===== config.mk =====
export PLATFORM = sky130hd
export DESIGN_NAME = mod_n_counter
export DESIGN_NICKNAME = d
export VERILOG_FILES = /design/src/rtl/clock_pkg.sv /design/src/rtl/mod_cnt_next.sv /design/src/rtl/mod_n_counter.sv
export SDC_FILE = /design/constraint.sdc
export NUM_CORES = 1
export LEC_CHECK = 0
export BUFFER_PORTS_ARGS = -buffer_cell sky130_fd_sc_hd__buf_4
export CAP_MARGIN = 10
export CORE_AREA = 4 4 41 43
export CTS_BUF_LIST = sky130_fd_sc_hd__clkbuf_4 sky130_fd_sc_hd__clkbuf_8 sky130_fd_sc_hd__clkbuf_16
export CTS_CLUSTER_DIAMETER = 200
export CTS_CLUSTER_SIZE = 24
export DETAILED_ROUTE_END_ITERATION = 12
export DIE_AREA = 0 0 45 47
export GPL_ROUTABILITY_DRIVEN = 0
export HOLD_SLACK_MARGIN = 0.12
export RECOVER_POWER = 100
export SLEW_MARGIN = 20
export SYNTH_ARGS = -nofsm -noshare
export SYNTH_HDL_FRONTEND = slang
export SYNTH_SLANG_ARGS = --single-unit

===== constraint.sdc =====
create_clock -name clk -period 1.95 [get_ports clk]
set_input_delay 0.0975 -clock clk [delete_from_list [all_inputs] [get_ports clk]]
set_output_delay 0.0975 -clock clk [all_outputs]
set_load 0.02 [all_outputs]

===== src/rtl/clock_pkg.sv =====
// Shared constants for the clock counter chain, plus the priority decode used by mod_n_counter.
package clock_pkg;

    localparam int SEC_MOD  = 60;
    localparam int MIN_MOD  = 60;
    localparam int HR24_MOD = 24;
    localparam int HR12_MOD = 12;
    localparam int SEC_W    = 6;
    localparam int MIN_W    = 6;
    localparam int HR_W     = 5;

    typedef enum logic [2:0] {
        CNT_HOLD   = 3'd0,
        CNT_CLEAR  = 3'd1,
        CNT_LOAD   = 3'd2,
        CNT_REJECT = 3'd3,
        CNT_STEP   = 3'd4
    } cnt_op_e;

    // Priority: reset > clr > ld > en > hold. A rejected load still wins over en.
    function automatic cnt_op_e cnt_op_sel(input logic reset, input logic clr, input logic ld,
                                           input logic ld_ok, input logic en);
        cnt_op_e op;
        if (reset || clr) begin
            op = CNT_CLEAR;
        end else if (ld) begin
            op = ld_ok ? CNT_LOAD : CNT_REJECT;
        end else if (en) begin
            op = CNT_STEP;
        end else begin
            op = CNT_HOLD;
        end
        return op;
    endfunction

endpackage


===== src/rtl/mod_cnt_next.sv =====
// Next-count and terminal-count computation for mod_n_counter.
// The down path exists only when MOD_CNT_DOWN_EN is defined; otherwise dir is ignored.
module mod_cnt_next
    import clock_pkg::*;
#(
    parameter int WIDTH   = SEC_W,
    parameter int MODULUS = SEC_MOD
) (
    input  logic [WIDTH-1:0] cnt,
    input  logic             dir,
    output logic [WIDTH-1:0] cnt_next,
    output logic             tc
);

    localparam logic [WIDTH-1:0] MAX_VAL  = WIDTH'(MODULUS - 1);
    localparam logic [WIDTH-1:0] ZERO_VAL = {WIDTH{1'b0}};
    localparam logic [WIDTH-1:0] ONE_VAL  = WIDTH'(1);

`ifdef MOD_CNT_DOWN_EN
    // Wrap is decided by comparing before the step, so cnt never leaves 0..MODULUS-1.
    always_comb begin
        cnt_next = ZERO_VAL;
        tc       = 1'b0;
        if (dir) begin
            tc       = (cnt == ZERO_VAL);
            cnt_next = tc ? MAX_VAL : (cnt - ONE_VAL);
        end else begin
            tc       = (cnt == MAX_VAL);
            cnt_next = tc ? ZERO_VAL : (cnt + ONE_VAL);
        end
    end
`else
    logic unused_dir;
    assign unused_dir = dir;

    // Up-only step with wrap at MODULUS-1.
    always_comb begin
        cnt_next = ZERO_VAL;
        tc       = (cnt == MAX_VAL);
        if (tc) begin
            cnt_next = ZERO_VAL;
        end else begin
            cnt_next = cnt + ONE_VAL;
        end
    end
`endif

endmodule


===== src/rtl/mod_n_counter.sv =====
// Modulo-N counter with clear, checked parallel load, enable and same-cycle carry for cascading.
// Down-counting is built only when MOD_CNT_DOWN_EN is defined.
module mod_n_counter
    import clock_pkg::*;
#(
    parameter int WIDTH   = SEC_W,
    parameter int MODULUS = SEC_MOD
) (
    input  logic             clk,
    input  logic             reset,
    input  logic             clr,
    input  logic             ld,
    input  logic [WIDTH-1:0] ld_data,
    input  logic             en,
    input  logic             dir,
    output logic [WIDTH-1:0] cnt,
    output logic             carry,
    output logic             ld_err
);

    // One extra bit so MODULUS = 2^WIDTH is representable in the load check.
    localparam logic [WIDTH:0] MOD_EXT = (WIDTH + 1)'(MODULUS);

    logic [WIDTH-1:0] cnt_q;
    logic [WIDTH-1:0] cnt_d;
    logic             ld_err_q;
    logic             ld_err_d;
    logic [WIDTH-1:0] step_s;
    logic             tc_s;
    logic             ld_ok_s;
    cnt_op_e          op_s;

    assign ld_ok_s = ({1'b0, ld_data} < MOD_EXT);

    mod_cnt_next #(
        .WIDTH   (WIDTH),
        .MODULUS (MODULUS)
    ) u_next (
        .cnt      (cnt_q),
        .dir      (dir),
        .cnt_next (step_s),
        .tc       (tc_s)
    );

    // Priority mux selecting the next count and the load-error pulse.
    always_comb begin
        op_s     = cnt_op_sel(reset, clr, ld, ld_ok_s, en);
        cnt_d    = cnt_q;
        ld_err_d = 1'b0;
        case (op_s)
            CNT_CLEAR:  cnt_d    = {WIDTH{1'b0}};
            CNT_LOAD:   cnt_d    = ld_data;
            CNT_REJECT: ld_err_d = 1'b1;
            CNT_STEP:   cnt_d    = step_s;
            CNT_HOLD:   cnt_d    = cnt_q;
            default:    cnt_d    = cnt_q;
        endcase
    end

    // Count and load-error registers with synchronous reset.
    always_ff @(posedge clk) begin
        if (reset) begin
            cnt_q    <= {WIDTH{1'b0}};
            ld_err_q <= 1'b0;
        end else begin
            cnt_q    <= cnt_d;
            ld_err_q <= ld_err_d;
        end
    end

    // Carry only when this edge is a genuine count step at terminal count.
    assign carry  = (op_s == CNT_STEP) & tc_s;
    assign cnt    = cnt_q;
    assign ld_err = ld_err_q;

endmodule


After elaboration in Yosys (flattened, before gate mapping). Cells that the tools add are included.

Add/sub/neg operators: 1. Order comparisons: 1. Equal/unequal tests: 5. Muxes and demuxes: 7. Bitwise operators: 1. Reductions and logical operators: 2.

Operators by type and width (number): $pmux 6 s3 (1); $mux 3 (3); $add 6x1->6 const B (1); $eq 3x2->1 const B (2); $eq 6x6->1 const B (1); $lt 6x6->1 const B (1); $mux 6 (1); $eq 3x1->1 const B (1); $eq 3x3->1 const B (1); $reduce_bool 3->1 (1); $mux 1 (2); $and 1x1->1 (1); $logic_or 1x1->1 (1).

Register bits: 7. Input bits: 12. Output and inout bits: 8.

Depth between registers and ports, before layout. Gate-level depths: netlist of run 1.

Depth after elaboration: 6. Mapped depth: 5. Mapped depth without buffers: 5.

By module. Synthesis of run 1 repeated with hierarchy kept, for this count alone.

Cell total of the unflattened synthesis: 54. Area total of the unflattened synthesis: 469.2 um^2.

By module, submodules not included: mod_n_counter (times used 1, cells an instance 34, area each 341.6 um^2, seq. area each 140.1 um^2); mod_cnt_next (times used 1, cells an instance 20, area each 127.6 um^2, seq. area each 0.0 um^2).

Worst setup path after synthesis of run 1. OpenSTA, ideal clock, no wires.

Path type: register to register. Start point: reg cnt_q[0] (netlist: cnt[0]). End point: reg cnt_q[0] (netlist: cnt[0]). Setup time: 123 ps. Arrival time: 1368 ps. Data required time: 1827 ps. Path slack: 458 ps. Stages on the path, launching flop included: 6. Buffers on the path: 0. Clock period less this slack: 1492 ps. Cells stage by stage: dfxtp_1 > ha_1 > nand4_1 > o21ba_4 > a22oi_1 > a21oi_1.

Longest elaborated chain between the ends: 3. Elaborated cells between the ends (all ways): 4. Those cells by class: add/sub: 1; eq/ne: 1; mux: 2.

RTL lines: from (decl) (RTL line mod_n_counter.sv:24) `logic [WIDTH-1:0] cnt_q;`; from (signal assigned) (RTL line mod_n_counter.sv:63) `cnt_q <= {WIDTH{1'b0}};`; from (signal assigned) (RTL line mod_n_counter.sv:66) `cnt_q <= cnt_d;`; $add 6x1->6 / $eq 6x6->1 (equally long branches) (RTL line mod_cnt_next.sv:43, mod_cnt_next.sv:39); $mux 6 * (RTL line mod_cnt_next.sv:40) `if (tc) begin`; $pmux 6 s3 * (RTL line mod_n_counter.sv:50) `case (op_s)`.

Every way passes the cells marked *; elsewhere a longest branch is shown, timed or not. A chain may end at the register's enable or synchronous reset.

Worst setup path after layout of run 1.
Start point: in reset. End point: out carry.

Longest elaborated chain between the ends: 4.

RTL lines: from (decl) (RTL line mod_n_counter.sv:10) `input logic reset,`; $logic_or 1x1->1 (RTL line clock_pkg.sv:24) `if (reset || clr) begin`; $mux 3 (RTL line clock_pkg.sv:24); $eq 3x3->1 (RTL line mod_n_counter.sv:72) `assign carry = (op_s == CNT_STEP) & tc_s;`; $and 1x1->1 (RTL line mod_n_counter.sv:72); to (decl) (RTL line mod_n_counter.sv:17) `output logic carry,`.

Every way passes these cells.

==> flow_metrics.py, run 1 <==
metrics = {
    "cts": {
        "htreeDepth": 1,
        "clock_sinks": 7,
        "cts_buffer_depth": 2,
        "clockRootBuffer": "clkbuf_4",
        "cts_tree": "built",
        "post_cts_resized": 0,
        "clk-insertion-delay-late_ns": 0.26,
        "path_clk_slew_ns": 0.05,
        "cts_buffers": 3,
    },
    "sta": {
        "hold_viol_final": 0,
        "layout_worst_path_cycle_share_pct": 92.5,
        "maxSlewViolCount": 0,
        "fin_ws_ns": 0.146,
        "skew_ns": 0.00320,
        "rsz0062_at_grt": "no",
        "relSlewSlack_pct": 71.9,
        "fin_crit_ns": 1.80,
        "clock.fmax_mhz": 554,
        "fin_tns_setup_ns": 0,
        "setup-violations-final": 0,
        "worstMarginPinSlew_ns": 0.422,
    },
    "floorplanning": {
        "pin_count": 20,
        "chipHeight_um": 47,
        "die_w_um": 45,
        "initial_core_util_pct": 35.2,
        "core-area_um2": 1300,
        "dieArea_um2": 2120,
        "rows": 13,
    },
    "placement": {
        "io_buffers": 18,
        "dpl.cell_count": 88,
        "place_ws_ns": 0.471,
        "dp_hpwl_um": 920,
        "dpl-instance-area_um2": 599,
    },
    "critical_path": {
        "worst_ep_required_time_ns": 1.85,
        "crit_path_max_fanout": 4,
        "worstPathArrival_ns": 1.71,
        "end_kind": "output port",
        "r2r-end": "cnt[2]$_SDFFE_PP0P_",
        "r2r_setup_slack_ns": 0.47,
        "worstSetupPathType": "input port to output port",
        "timing.rr.start": "cnt[1]$_SDFFE_PP0P_",
        "r2r_cells": 5,
        "start_kind": "input port",
    },
    "yosys": {
        "syn_avg_cell_area_um2": 7.90,
        "syn_inst": 58,
        "yosysUniqueCellTypes": 28,
        "ys_ff_latch": 7,
        "ys_seq_area_share_pct": 30.6,
        "synth_nets": 71,
        "ys_warn_count": 0,
        "synth_area_um2": 458,
    },
    "drt": {
        "vias": 530,
        "drt-total-wl_um": 1330,
        "drc_errors": 0,
        "ant_nets": 0,
        "initialDrtViolationCount": 10,
        "vias_per_cell": 5.58,
        "dr.pass1.iters": 4,
        "wl_per_cell_um": 14.0,
    },
    "hold_path": {
        "worstHoldPathType": "input port to flop",
        "whs_path_depth": 3,
        "worstHoldStart": "ld_data[0]",
        "min_to": "cnt[0]$_SDFFE_PP0P_",
    },
    "finish": {
        "fin_cells": 95,
        "drive_gt1_share_pct": 18.8,
        "final_cell_area_um2": 622,
        "antenna_cells": 0,
        "area_delta_synth_final_pct": 35.8,
        "nNetsFinal": 94,
    },
    "power_and_ir_drop": {
        "cellLeakagePower_nw": 0.234,
        "power.density_nw_per_um2": 610,
        "power_w": 0.000379,
        "power.ir.vdd_worst_uv": 242,
    },
    "global_route": {
        "grt_max_degree": 10,
        "grt_pass1_wl_um": 2200,
        "antenna_found_initial": 0,
        "track_usage_pct": 15.3,
        "first_global_vias": 507,
        "overflow": 0,
    },
    "status": {
        "status": "finished, final reports clean",
    },
    "flow_run": {
        "max_cap_violations": 0,
    },
}
-- layout by cell type (no fill, tap or decap), types with 2 or more instances in the layout --
| cell type | Yosys | routed |
|---|---|---|
| dlygate4sd3_1 | 0 | 3 |
| inv_1 | 3 | 3 |
| nor2b_1 | 3 | 3 |
| dfxtp_1 | 7 | 7 |
| clkbuf_1 | 2 | 8 |
| buf_4 | 0 | 9 |
| nor3_1 | 4 | 4 |
| nand4_1 | 4 | 4 |
| o31ai_1 | 2 | 2 |
| a22oi_1 | 1 | 2 |
| o21ai_0 | 2 | 2 |
| nor2_1 | 4 | 4 |
| clkbuf_4 | 0 | 4 |
| nand3_1 | 3 | 3 |
| a21oi_1 | 7 | 7 |
-- state kept, by name (all words and copies together), names as in the netlist --
register  cells
cnt           6
ld_err        1
-- layer usage --
metal / vias to the layer above / GRT usage, % / part of all wire, %
met2: 20 / 24.9 / 46
met4: 0 / 8.77 / 1.9
li1: 264 / - / -
met5: - / 0 / 0
met1: 242 / 17.1 / 46
met3: 4 / 5.75 / 6.8
-- cell type report --
cell class | instances | area [um^2]
Fill cell | 151 | 679
Multi-Input combinational cell | 45 | 289
Sequential cell | 7 | 140
Timing Repair Buffer | 21 | 133
Clock buffer | 4 | 30.0
Tap cell | 15 | 18.8
Inverter | 3 | 11.3
-- through the flow --
stage	util, %	hold slack (ns)
5_1_grt	47.8	0.168
4_1_cts	50.7	0.145
3_3_place_gp	46.1	0.285
6_report	47.8	0.144
2_1_floorplan	-	0.170
3_5_place_dp	46.1	0.288
-- cells by family after synthesis --
group	after synthesis	synth area share [%]
fa+ha+maj	1	2.73
xor+xnor	1	1.91
buf+inv	6	5.19
compound gates	19	30.3
flops	7	30.6
simple gates	24	29.2
-- critical path: stages --
cell	delay, ns
dlygate4sd3_1	0.56
clkbuf_1	0.14
or4b_1	0.54
nor3_1	0.18
clkbuf_2	0.19
-- how the worst max path moves through the flow --
| stage | from | to | slack (ns) |
|---|---|---|---|
| floorplan | cnt[0]$_SDFFE_PP0P_ | cnt[0]$_SDFFE_PP0P_ | 0.46 |
| global placement | cnt[0]$_SDFFE_PP0P_ | cnt[0]$_SDFFE_PP0P_ | 0.47 |
| detailed placement | cnt[0]$_SDFFE_PP0P_ | cnt[0]$_SDFFE_PP0P_ | 0.47 |
| CTS | reset | carry | 0.19 |
| global route | reset | carry | 0.04 |
| finish | reset | carry | 0.15 |
-- where the power goes --
group,total (W),internal (W),switching (W)
registers,0.000156,0.000148,0.00000801
clock network,0.000154,0.0000925,0.0000611
logic,0.0000694,0.0000335,0.0000359
total,0.000379,0.000274,0.000105
-- timing repair --
action,CTS,global route
hold buffers,3,0
endpoints found under the hold margin,3,0
setup buffers,0,0
-- synth_stat cells (all sizes together) --
cell | number | area share [%]
a22oi | 2 | 4.4
o31ai | 2 | 3.3
nand3 | 3 | 3.3
inv | 3 | 2.5
or4b | 1 | 2.2
and2b | 1 | 1.6
o21ai | 2 | 2.2
xor2 | 1 | 1.9
o32ai | 1 | 1.9
nor2 | 4 | 3.3
nand2 | 1 | 0.82
nor2b | 3 | 4.1
nor3 | 4 | 4.4
or3 | 1 | 1.4
nand4 | 4 | 5.5
a2111oi | 1 | 1.9
and3 | 1 | 1.4
o21ba | 1 | 3.6
buf | 1 | 1.1
a211oi | 1 | 1.6
a211o | 1 | 1.9
a32oi | 1 | 1.9
clkbuf | 2 | 1.6
or2 | 1 | 1.4
dfxtp | 7 | 31
a21oi | 7 | 7.6
ha | 1 | 2.7
Note: power is estimated with default switching activity, not from simulation.
==> run 2, diff against run 1 <==
--- a/config.mk
+++ b/config.mk
@@ -7,14 +7,17 @@
 export LEC_CHECK = 0
 export BUFFER_PORTS_ARGS = -buffer_cell sky130_fd_sc_hd__buf_4
 export CAP_MARGIN = 10
-export CORE_AREA = 4 4 41 43
+export CELL_PAD_IN_SITES_DETAIL_PLACEMENT = 1
+export CELL_PAD_IN_SITES_GLOBAL_PLACEMENT = 2
+export CORE_AREA = 4 4 48 50
 export CTS_BUF_LIST = sky130_fd_sc_hd__clkbuf_4 sky130_fd_sc_hd__clkbuf_8 sky130_fd_sc_hd__clkbuf_16
 export CTS_CLUSTER_DIAMETER = 200
 export CTS_CLUSTER_SIZE = 24
 export DETAILED_ROUTE_END_ITERATION = 12
-export DIE_AREA = 0 0 45 47
+export DIE_AREA = 0 0 52 54
 export GPL_ROUTABILITY_DRIVEN = 0
 export HOLD_SLACK_MARGIN = 0.12
+export PLACE_DENSITY_LB_ADDON = 0.1
 export RECOVER_POWER = 100
 export SLEW_MARGIN = 20
 export SYNTH_ARGS = -nofsm -noshare
==> run 2 against run 1 <==
Compared with the run above: die area increased by 33%; combinational power increased by 1%; clock skew increased by 0.0071 ns; wire length increased by 12%; total power increased by 0.23%; hold slack improved by 0.018 ns.
==> flow_metrics.py, run 2 (same netlist as run 1, synthesis figures left out) <==
metrics = {
    "cts": {
        "cts_buffer_depth": 2,
        "post_cts_buffers": 0,
        "path_clk_slew_ns": 0.05,
        "clockRootBuffer": "clkbuf_4",
        "cts_tree": "built",
        "cts_buffers": 3,
        "htreeDepth": 1,
        "clock_sinks": 7,
        "clk-insertion-delay-late_ns": 0.25,
    },
    "sta": {
        "fin_tns_setup_ns": 0,
        "rsz0062_at_grt": "no",
        "setup-violations-final": 0,
        "whs_ns": 0.162,
        "hold_viol_final": 0,
        "layout_worst_path_cycle_share_pct": 92.3,
        "fin_ws_ns": 0.150,
        "clock.fmax_mhz": 555,
        "fin_crit_ns": 1.80,
        "worstMarginPinSlew_ns": 0.413,
        "skew_ns": 0.0103,
        "maxSlewViolCount": 0,
        "relSlewSlack_pct": 72.4,
    },
    "floorplanning": {
        "core-area_um2": 1900,
        "die_w_um": 52,
        "pin_count": 20,
        "initial_core_util_pct": 24.1,
        "chipHeight_um": 54,
        "rows": 16,
        "dieArea_um2": 2810,
    },
    "drt": {
        "vias": 548,
        "ant_nets": 0,
        "wl_per_cell_um": 14.0,
        "drt-total-wl_um": 1500,
        "drc_errors": 0,
        "vias_per_cell": 5.12,
        "dr.pass1.iters": 4,
        "initialDrtViolationCount": 7,
    },
    "finish": {
        "largest_register_ff_count": 6,
        "antenna_cells": 0,
        "final_common_cell": "buf_4",
        "area_delta_synth_final_pct": 39.1,
        "drive_gt1_share_pct": 18.8,
        "nFillCells": 230,
        "nNetsFinal": 94,
        "final_cell_mix": "9 x buf_4, 8 x clkbuf_1, 7 x a21oi_1, 7 x dfxtp_1",
    },
    "critical_path": {
        "worstPathArrival_ns": 1.70,
        "timing.rr.start": "cnt[0]$_SDFFE_PP0P_",
        "worst_ep_required_time_ns": 1.85,
        "end_kind": "output port",
        "r2r_setup_slack_ns": 0.46,
        "start_kind": "input port",
        "crit_path_max_fanout": 4,
        "r2r_cells": 5,
        "worstSetupPathType": "input port to output port",
        "r2r-end": "cnt[0]$_SDFFE_PP0P_",
    },
    "power_and_ir_drop": {
        "cellLeakagePower_nw": 0.234,
        "power_w": 0.000380,
        "power.density_nw_per_um2": 597,
        "power.ir.vdd_worst_uv": 279,
    },
    "global_route": {
        "grt_pass1_wl_um": 2460,
        "overflow": 0,
        "track_usage_pct": 12.1,
        "grt_max_degree": 10,
        "antenna_found_initial": 0,
        "first_global_vias": 552,
    },
    "hold_path": {
        "worstHoldStart": "ld_data[0]",
        "min_to": "cnt[0]$_SDFFE_PP0P_",
        "worstHoldPathType": "input port to flop",
        "whs_path_depth": 3,
    },
    "flow_run": {
        "max_cap_violations": 0,
    },
    "placement": {
        "dp_hpwl_um": 1150,
        "io_buffers": 18,
        "place_ws_ns": 0.441,
    },
    "status": {
        "status": "finished, final reports clean",
    },
}
==> run 2: per-layer routing <==
| metal | share of wire [%] | wire [um] | global-route usage (%) | up-vias |
|---|---|---|---|---|
| met4 | 0.94 | 14 | 5.24 | 0 |
| met1 | 46 | 689 | 13.9 | 268 |
| met5 | 0 | 0 | 0 | - |
| met2 | 49 | 732 | 20.9 | 11 |
| met3 | 4.0 | 60 | 3.32 | 2 |
| li1 | - | - | - | 267 |
==> run 2: what timing repair did <==
action | in CTS | in global routing
gates resized for setup | 0 | 0
hold buffers | 3 | 0
hold endpoints to repair | 3 | 0
==> run 2: stage by stage <==
| stage | cells | area [um^2] | util (%) |
|---|---|---|---|
| floorplan | 58 | 458 | - |
| global placement | 100 | 614 | 32.3 |
| detailed placement | 100 | 614 | 32.3 |
| CTS | 107 | 674 | 35.5 |
| global route | 107 | 637 | 33.5 |
| finish | 107 | 637 | 33.5 |
==> run 2: worst max path at each step <==
stage                        start                  end  slack (ns)  depth (start not counted)
2_1_floorplan  cnt[0]$_SDFFE_PP0P_  cnt[0]$_SDFFE_PP0P_        0.46                          5
3_3_place_gp   cnt[0]$_SDFFE_PP0P_  cnt[0]$_SDFFE_PP0P_        0.45                          5
3_5_place_dp   cnt[0]$_SDFFE_PP0P_  cnt[0]$_SDFFE_PP0P_        0.44                          5
4_1_cts                      reset                carry        0.15                          5
5_1_grt                      reset                carry        0.04                          5
6_report                     reset                carry        0.15                          5
==> run 2: area by class of cell <==
type / count / area [um^2] / area share, %
flip-flops and latches: 7 / 140 / 22.0
well taps: 27 / 33.8 / 5.30
multi-input cells: 45 / 289 / 45.4
inverters: 3 / 11.3 / 1.77
clock buffers: 4 / 30.0 / 4.72
repair buffers: 21 / 133 / 20.8
==> run 2: worst max-delay path, stage by stage <==
cell	delay, ns
dlygate4sd3_1	0.53
clkbuf_1	0.13
or4b_1	0.55
nor3_1	0.19
clkbuf_2	0.20
==> run 2: power breakdown <==
| group | internal [W] | switching, W | total [W] | leakage (nW) |
|---|---|---|---|---|
| clock network | 0.0000924 | 0.0000608 | 0.000153 | 0.0184 |
| registers | 0.000148 | 0.00000852 | 0.000157 | 0.0569 |
| logic | 0.0000334 | 0.0000368 | 0.0000702 | 0.159 |
| total | 0.000274 | 0.000106 | 0.000380 | 0.234 |
==> run 3, diff against run 2 <==
--- a/config.mk
+++ b/config.mk
@@ -9,14 +9,15 @@
 export CAP_MARGIN = 10
 export CELL_PAD_IN_SITES_DETAIL_PLACEMENT = 1
 export CELL_PAD_IN_SITES_GLOBAL_PLACEMENT = 2
-export CORE_AREA = 4 4 48 50
+export CORE_AREA = 4 4 50 52
 export CTS_BUF_LIST = sky130_fd_sc_hd__clkbuf_4 sky130_fd_sc_hd__clkbuf_8 sky130_fd_sc_hd__clkbuf_16
 export CTS_CLUSTER_DIAMETER = 200
 export CTS_CLUSTER_SIZE = 24
 export DETAILED_ROUTE_END_ITERATION = 12
-export DIE_AREA = 0 0 52 54
+export DIE_AREA = 0 0 54 56
 export GPL_ROUTABILITY_DRIVEN = 0
 export HOLD_SLACK_MARGIN = 0.12
+export MAX_ROUTING_LAYER = met4
 export PLACE_DENSITY_LB_ADDON = 0.1
 export RECOVER_POWER = 100
 export SLEW_MARGIN = 20
==> constraint.sdc (replaced) <==
create_clock -name clk -period 1.74 [get_ports clk]
set_input_delay 0.087 -clock clk [delete_from_list [all_inputs] [get_ports clk]]
set_output_delay 0.087 -clock clk [all_outputs]
set_load 0.02 [all_outputs]
==> run 3 against run 2 <==
Compared with the run above: die area increased by 7.7%; largest power group is now clock; design area increased by 4.9%; sequential share of layout area decreased by 1.0 points.
==> flow_metrics.py, run 3 (same netlist as run 1, synthesis figures left out) <==
metrics = {
    "critical_path": {
        "path_cells": "ha_1 > nand4_1 > nor3_1 > clkbuf_1",
        "worstPathArrival_ns": 1.41,
        "cp-startpoint": "cnt[1]$_SDFFE_PP0P_",
        "r2r_cells": 5,
        "timing.rr.start": "cnt[1]$_SDFFE_PP0P_",
        "end_kind": "output port",
        "worstSetupPathType": "flop to output port",
        "max_stage_delay_ns": 0.39,
        "crit_path_end": "carry",
        "crit_path_max_fanout": 5,
        "r2r-end": "cnt[0]$_SDFFE_PP0P_",
        "r2r_setup_slack_ns": 0.32,
        "start_kind": "flop",
        "worst_ep_required_time_ns": 1.65,
        "slowest_stage": "dfxtp_1",
    },
    "placement": {
        "io_buffers": 18,
        "dpl.cell_count": 104,
        "dp_hpwl_um": 1150,
    },
    "cts": {
        "clk-insertion-delay-late_ns": 0.26,
        "htreeDepth": 1,
        "cts_buffer_depth": 2,
        "cts_tree": "built",
        "clockRootBuffer": "clkbuf_4",
        "post_cts_resized": 0,
        "clock_sinks": 7,
        "path_clk_slew_ns": 0.06,
        "cts_buffers": 3,
    },
    "power_and_ir_drop": {
        "power.ir.vdd_worst_uv": 357,
        "power.density_nw_per_um2": 649,
        "cellLeakagePower_nw": 0.254,
    },
    "drt": {
        "ant_nets": 0,
        "dr.pass1.iters": 3,
        "vias": 540,
        "drt-total-wl_um": 1510,
        "wl_per_cell_um": 13.5,
        "vias_per_cell": 4.82,
        "initialDrtViolationCount": 5,
        "drc_errors": 0,
    },
    "sta": {
        "skew_ns": 0.00288,
        "setup-violations-final": 0,
        "rsz0062_at_grt": "no",
        "clock.fmax_mhz": 670,
        "worstMarginPinSlew_ns": 0.372,
        "fin_crit_ns": 1.49,
        "hold_viol_final": 0,
        "relSlewSlack_pct": 74.6,
        "maxSlewViolCount": 0,
        "layout_worst_path_cycle_share_pct": 85.8,
        "fin_tns_setup_ns": 0,
    },
    "finish": {
        "fin_cells": 112,
        "fin_util_pct": 31.7,
        "area_delta_synth_final_pct": 45.9,
        "drive_gt1_share_pct": 21.4,
        "antenna_cells": 0,
        "largest_register_ff_count": 6,
        "final_cell_mix": "12 x buf_4, 9 x clkbuf_1, 7 x a21oi_1, 7 x dfxtp_1",
        "nNetsFinal": 98,
        "final_common_cell": "buf_4",
        "nFillCells": 257,
    },
    "flow_run": {
        "max_cap_violations": 0,
    },
    "status": {
        "status": "finished, final reports clean",
    },
    "hold_path": {
        "worstHoldPathType": "input port to flop",
    },
    "floorplanning": {
        "dieArea_um2": 3020,
        "core-area_um2": 2110,
        "pin_count": 20,
        "rows": 17,
        "initial_core_util_pct": 21.7,
        "chipHeight_um": 56,
        "die_w_um": 54,
    },
    "global_route": {
        "grt_pass1_wl_um": 2570,
        "antenna_found_initial": 0,
        "track_usage_pct": 12.0,
        "grt_max_degree": 10,
        "first_global_vias": 542,
        "overflow": 0,
    },
}
run 3: cell count changes in the layout (fill, tap and decap cells not counted), sizes merged:
cell | before | now
dlygate4sd3 | 3 | 4
buf | 9 | 12
run 3: report_power, final:
group	total [W]	switching (W)	internal, W
Combinational	0.0000858	0.0000438	0.0000421
Clock	0.000175	0.0000715	0.000104
Sequential	0.000173	0.00000651	0.000166
Total	0.000434	0.000122	0.000312
run 3: metal layers:
metal | wire length, um | vias up | GRT usage (%)
li1 | - | 271 | -
met1 | 678 | 254 | 14.4
met2 | 730 | 13 | 18.3
met3 | 79 | 2 | 5.63
met4 | 18 | 0 | 2.14
met5 | 0 | - | -
run 3: cell type report:
type / count / area (um^2) / share of cell area (%)
Multi-Input combinational cell: 45 / 288 / 43.1
Tap cell: 28 / 35.0 / 5.24
Sequential cell: 7 / 140 / 21.0
Clock buffer: 4 / 30.0 / 4.49
Timing Repair Buffer: 25 / 164 / 24.5
Inverter: 3 / 11.3 / 1.69
run 3: timing repair:
item,4_1_cts,5_1_grt
hold buffers,4,0
endpoints found under the hold margin,4,0
buffers inserted,0,0
run 3: worst min-delay path by stage:
| stage | slack (ns) | endpoint | depth (start not counted) | startpoint |
|---|---|---|---|---|
| 6_report | 0.17 | ld_err$_SDFF_PP0_ | 3 | ld_data[5] |
| 5_1_grt | 0.18 | ld_err$_SDFF_PP0_ | 3 | ld_data[5] |
| 4_1_cts | 0.16 | ld_err$_SDFF_PP0_ | 3 | ld_data[5] |
| 3_5_place_dp | 0.28 | cnt[2]$_SDFFE_PP0P_ | 2 | reset |
| 3_3_place_gp | 0.28 | cnt[2]$_SDFFE_PP0P_ | 2 | reset |
| 2_1_floorplan | 0.16 | cnt[2]$_SDFFE_PP0P_ | 1 | reset |
run 3: stage by stage:
| step | setup slack [ns] | hold slack [ns] | power, W | instance area (um^2) |
|---|---|---|---|---|
| after floorplan | 0.248 | 0.160 | 0.000220 | 458 |
| after global placement | 0.284 | 0.279 | 0.000264 | 638 |
| after detailed placement | 0.302 | 0.279 | 0.000263 | 638 |
| after CTS | 0.269 | 0.160 | 0.000450 | 708 |
| after global routing | 0.0843 | 0.182 | 0.000461 | 668 |
| final | 0.247 | 0.166 | 0.000434 | 668 |
run 3: worst max-delay path, delay by kind of cell (launching register included):
| kind | cells | cell delay (ns) |
|---|---|---|
| flops | 1 | 0.39 |
| simple gates | 2 | 0.29 |
| buf+inv | 1 | 0.26 |
| fa+ha+maj | 1 | 0.21 |
